[config.mk]
export PLATFORM = sky130hd
export DESIGN_NAME = fetch_unit
export DESIGN_NICKNAME = d
export VERILOG_FILES = /design/src/rtl/fetch_unit.sv
export SDC_FILE = /design/constraint.sdc
export NUM_CORES = 1
export LEC_CHECK = 0
export ABC_AREA = 1
export BUFFER_PORTS_ARGS = -buffer_cell sky130_fd_sc_hd__buf_2
export CORE_UTILIZATION = 40
export DETAILED_ROUTE_END_ITERATION = 8
export PLACE_DENSITY_LB_ADDON = 0.2
export SYNTH_ARGS = -nofsm -noshare
export SYNTH_HDL_FRONTEND = slang
export SYNTH_SLANG_ARGS = --single-unit
[constraint.sdc]
create_clock -name clk -period 26.4 [get_ports clk]
set_clock_uncertainty 0.2 [all_clocks]
set_input_delay 3.96 -clock clk [delete_from_list [all_inputs] [get_ports clk]]
set_output_delay 3.96 -clock clk [all_outputs]
set_load 0.01 [all_outputs]
[src/rtl/fetch_unit.sv]
// Decoupled instruction-fetch front end: one-outstanding req/gnt/rvalid fetcher
// feeding a DEPTH-entry {pc, instr} FIFO, with redirect flush and response discard.
module fetch_unit #(
    parameter int unsigned     XLEN      = 32,
    parameter int unsigned     IWIDTH    = 32,
    parameter int unsigned     DEPTH     = 4,
    parameter int unsigned     ADDR_STEP = 1,
    parameter logic [XLEN-1:0] RESET_PC  = '0
) (
    input  logic              clk,
    input  logic              reset,
    output logic              imem_req,
    output logic [XLEN-1:0]   imem_addr,
    input  logic              imem_gnt,
    input  logic              imem_rvalid,
    input  logic [IWIDTH-1:0] imem_rdata,
    input  logic              redirect,
    input  logic [XLEN-1:0]   redirect_pc,
    output logic              instr_valid,
    output logic [IWIDTH-1:0] instr,
    output logic [XLEN-1:0]   instr_pc,
    input  logic              instr_ready
);

    localparam int unsigned PW = $clog2(DEPTH);
    localparam int unsigned CW = PW + 1;

    typedef enum logic [1:0] {
        S_FETCH,
        S_WAIT,
        S_DISCARD
    } state_t;

    state_t            state_q, state_d;
    logic [XLEN-1:0]   fetch_pc_q, fetch_pc_d;
    logic [XLEN-1:0]   pc_q, pc_d;
    logic [PW-1:0]     wptr_q, rptr_q;
    logic [CW-1:0]     count_q;
    logic [IWIDTH-1:0] fifo_instr [DEPTH];
    logic [XLEN-1:0]   fifo_pc    [DEPTH];
    logic              push, pop, full;

    assign full        = (count_q == CW'(DEPTH));
    assign instr_valid = (count_q != '0);
    assign instr       = fifo_instr[rptr_q];
    assign instr_pc    = fifo_pc[rptr_q];
    assign imem_addr   = fetch_pc_q;
    assign pop         = instr_valid & instr_ready & ~redirect;

    always_comb begin
        state_d    = state_q;
        fetch_pc_d = fetch_pc_q;
        pc_d       = pc_q;
        push       = 1'b0;
        imem_req   = 1'b0;
        if (redirect) begin
            // A response still owed by memory must be swallowed before fetching again.
            fetch_pc_d = redirect_pc;
            case (state_q)
                S_WAIT, S_DISCARD: state_d = imem_rvalid ? S_FETCH : S_DISCARD;
                default:           state_d = S_FETCH;
            endcase
        end else begin
            case (state_q)
                S_FETCH: begin
                    imem_req = ~full & ~reset;
                    if (imem_req && imem_gnt) begin
                        pc_d       = fetch_pc_q;
                        fetch_pc_d = fetch_pc_q + XLEN'(ADDR_STEP);
                        state_d    = S_WAIT;
                    end
                end
                S_WAIT: begin
                    if (imem_rvalid) begin
                        push    = 1'b1;
                        state_d = S_FETCH;
                    end
                end
                S_DISCARD: begin
                    if (imem_rvalid) begin
                        state_d = S_FETCH;
                    end
                end
                default: state_d = S_FETCH;
            endcase
        end
    end

    always_ff @(posedge clk or posedge reset) begin
        if (reset) begin
            state_q    <= S_FETCH;
            fetch_pc_q <= RESET_PC;
            pc_q       <= '0;
        end else begin
            state_q    <= state_d;
            fetch_pc_q <= fetch_pc_d;
            pc_q       <= pc_d;
        end
    end

    always_ff @(posedge clk or posedge reset) begin
        if (reset) begin
            wptr_q  <= '0;
            rptr_q  <= '0;
            count_q <= '0;
        end else if (redirect) begin
            wptr_q  <= '0;
            rptr_q  <= '0;
            count_q <= '0;
        end else begin
            if (push) begin
                wptr_q <= wptr_q + PW'(1);
            end
            if (pop) begin
                rptr_q <= rptr_q + PW'(1);
            end
            case ({push, pop})
                2'b10:   count_q <= count_q + CW'(1);
                2'b01:   count_q <= count_q - CW'(1);
                default: count_q <= count_q;
            endcase
        end
    end

    always_ff @(posedge clk or posedge reset) begin
        if (reset) begin
            for (int unsigned i = 0; i < DEPTH; i++) begin
                fifo_instr[i] <= '0;
                fifo_pc[i]    <= '0;
            end
        end else if (push) begin
            fifo_instr[wptr_q] <= imem_rdata;
            fifo_pc[wptr_q]    <= pc_q;
        end
    end

endmodule

==> flow_summary.yaml <==
run_status:
  status: "finished clean"
setup_path:
  worstSetupPathType: "primary input to output port"
  cp_top_family: "buffers and inverters"
  reg2reg_slack_ns: 23.77
  crit_required_ns: 22.24
  cp-end-kind: "output port"
  timing.rr.start: "state_q[0]$_DFFE_PP0P_"
  path_cells: "buf_2, nor2_1, buf_2"
  crit_arrival_ns: 4.75
  rr_worst_depth: 6
  critPathBufInv: 2
  crit_top_cell: "buf_2"
  cpPeakStageDelay_ns: 0.50
  worstPathMaxFanout: 30
  r2r-end: "fifo_instr[67]$_DFFE_PP0P_"
  cpMaxStageDelayCell: "buf_2"
  startpoint_type: "primary input"
power_and_ir_drop:
  pwr-share-comb: 0.286
  p_clk_frac: 0.309
  vdd_drop_max_mv: 0.04390
  p_leak_uw: 0.008367
  switchingPower_uw: 575.7
  p_int_uw: 1083
  power_density_nw_per_um2: 96.32
  pwr-share-seq: 0.405
  p_sw_frac: 0.3471
timing:
  min_period_ns: 8.909
  fin_crit_sh: 0.3375
  setup_violations: 0
  worst_pin_slew_ns: 1.097
  layout_setup_ws_ns: 17.49
  fmax_ghz: 0.1122
  slew_headroom: 0.2685
  finalHoldViolCount: 0
  slew_violations: 0
  finalSetupTns_ns: 0
  rsz0062_at_grt: "false"
routing:
  drt-initial-drc-count: 959
  dr.max_layer_used: "met4"
  first_pass_iters: 5
  wl_met2_mm: 17.82
  drc_errors: 0
  detail_route.vias_per_cell: 5.191
  dr_wl_met3_mm: 1.973
  final_antenna_net_count: 0
  met1_length_mm: 19.43
  wirelength_mm: 39.98
  vias: 12558
  wl_per_cell_um: 16.53
layout:
  layout-drive-gt1-share: 0.1374
  syn_to_final_growth_pct: 15.36
  nets: 2003
global_routing:
  grt_overflow: 0
  first_global_vias: 12160
  grt_max_degree: 140
  grt_pass1_wl_mm: 65.99
  antenna_found_initial: 0
  track_usage: 0.2146
clocking:
  cts_tree: "built"
  cts-root-buf: "clkbuf_16"
  postCtsSetupRepairBufs: 0
  path_clk_slew_ns: 0.06
  cts_resized: 0
  cts_hold_buffers: 0
  cts_inserted_buffers: 37
  cts_buffer_depth: 3
  clkSinkCount: 329
  clkLatencyLatePin_ns: 0.52
  htreeDepth: 2
place:
  preCtsSetupSlack_ns: 17.51
  place_congestion: 0.8153
  port_buffers: 167
  dp.final_hpwl_mm: 23.65
yosys:
  yosysTopAreaCell: "dfrtp_1"
  ys_seq_elements: 329
  syn_nets: 1900
  synth.avg_cell_area_sq_um: 8.195
  synth_edf_count: 0
  yosysWarnings: 0
  synth_ff_type: "dfrtp_1"
  synth_area_sq_um: 14930
  synthCells: 1822
  yosysUniqueCellTypes: 31
  synth_top_area_frac: 0.5514
  synth_area_leaders: "dfrtp_1, o21ai_0, nand2_1"
  yosysMostFrequentCell: "nand2_1"
  async_flop_share: 1.000
  synth.top_cells.by_count: "nand2_1, o21ai_0, dfrtp_1, nor2_1, inv_1"
  yosysSeqAreaShare: 0.5514
worst_hold_path:
  min_to: "state_q[1]$_DFFE_PP0P_"
  hold_class: "flop to flop"
  min_path_cells: 2
  holdCritStartpoint: "state_q[1]$_DFFE_PP0P_"
floorplan:
  rows: 70
  initial_core_util: 0.4069
  die_area_sq_um: 38100
  io-pin-count: 168
  coreArea_sq_um: 36700
  die_x_um: 195.2
  die_height_um: 195.2
job:
  max-cap-violations: 0
==> power groups by stage <==
| stage | registers, uW | clock network [uW] | logic, uW |
|---|---|---|---|
| 2_1_floorplan | 659 | 0 | 310 |
| 3_3_place_gp | 677 | 0 | 473 |
| 3_5_place_dp | 679 | 0 | 479 |
| 4_1_cts | 671 | 526 | 481 |
| 5_1_grt | 684 | 546 | 537 |
| 6_report | 672 | 512 | 475 |
==> placed cells by master (no fill, tap or decap), types with 7 or more instances in the layout <==
| cell type | netlist | routed |
|---|---|---|
| buf_4 | 6 | 13 |
| buf_2 | 24 | 167 |
| ha_1 | 7 | 7 |
| clkbuf_8 | 0 | 8 |
| nor2_1 | 189 | 189 |
| nor2_2 | 9 | 8 |
| clkbuf_16 | 0 | 39 |
| clkinv_2 | 0 | 10 |
| nand3_1 | 60 | 60 |
| inv_1 | 107 | 104 |
| nand2_1 | 472 | 468 |
| o22ai_1 | 65 | 65 |
| xor2_1 | 8 | 8 |
| o21ai_0 | 420 | 420 |
| dfrtp_1 | 329 | 327 |
==> stage by stage <==
step           std cells  area, sq um    util  hold WS (ns)  power [uW]
4_1_cts             2418        17220  0.4693        0.2751        1678
2_1_floorplan       1822        14930       -        0.2419       969.4
3_3_place_gp        2354        16000  0.4361        0.2611        1150
6_report            2419        17220  0.4693        0.2756        1659
5_1_grt             2418        17220  0.4693        0.2947        1767
3_5_place_dp        2354        16000  0.4361        0.2603        1158
==> area by class of cell <==
cell class | count | area, sq um
diodes | 1 | 2.502
clock buffers | 52 | 1105
clock inverters | 12 | 113.9
fillers | 3654 | 19470
inverters | 108 | 414.1
multi-input cells | 1269 | 5832
flip-flops and latches | 329 | 8238
well taps | 468 | 585.6
repair buffers | 180 | 933.4
==> registers in the layout, summed over array words and instances, names as in the netlist <==
| signal | flops |
|---|---|
| pc_q | 32 |
| fifo_instr | 128 |
| rptr_q | 2 |
| count_q | 3 |
| fifo_pc | 128 |
| imem_addr | 32 |
| state_q | 2 |
| wptr_q | 2 |
==> tightest hold or removal path, delay by kind of cell (launching register included) <==
family,cells,cell delay [ns]
and+or+nand+nor,2,0.10
DFF,1,0.34
==> cells by family (layout without fill, tap and decap cells) <==
family          Yosys count  after routing  synth area share
simple gates            747            747            0.1989
xor+xnor                 10             10          0.005866
other cells               0              1                 0
flops                   329            329            0.5514
fa+ha+maj                 8              8          0.007207
compound gates          504            504            0.1762
buf+inv                 224            352           0.06034
==> metal layers <==
| metal | global-route usage | up-vias |
|---|---|---|
| met4 | 0.05424 | 0 |
| met1 | 0.3104 | 5991 |
| met2 | 0.3393 | 340 |
| met5 | 0 | - |
| met3 | 0.02919 | 55 |
| li1 | - | 6172 |
==> how the worst max path moves through the flow <==
stage                         from                      to  slack (ns)  cells after the start
final                     redirect                imem_req       17.49                      3
after CTS                 redirect                imem_req       17.50                      3
after global routing      redirect                imem_req       17.42                      3
after global placement    redirect                imem_req       17.53                      3
after floorplan              reset  count_q[0]$_DFFE_PP0P_       13.09                      1
after detailed placement  redirect                imem_req       17.51                      3
Power figures use the tool's default switching activity.
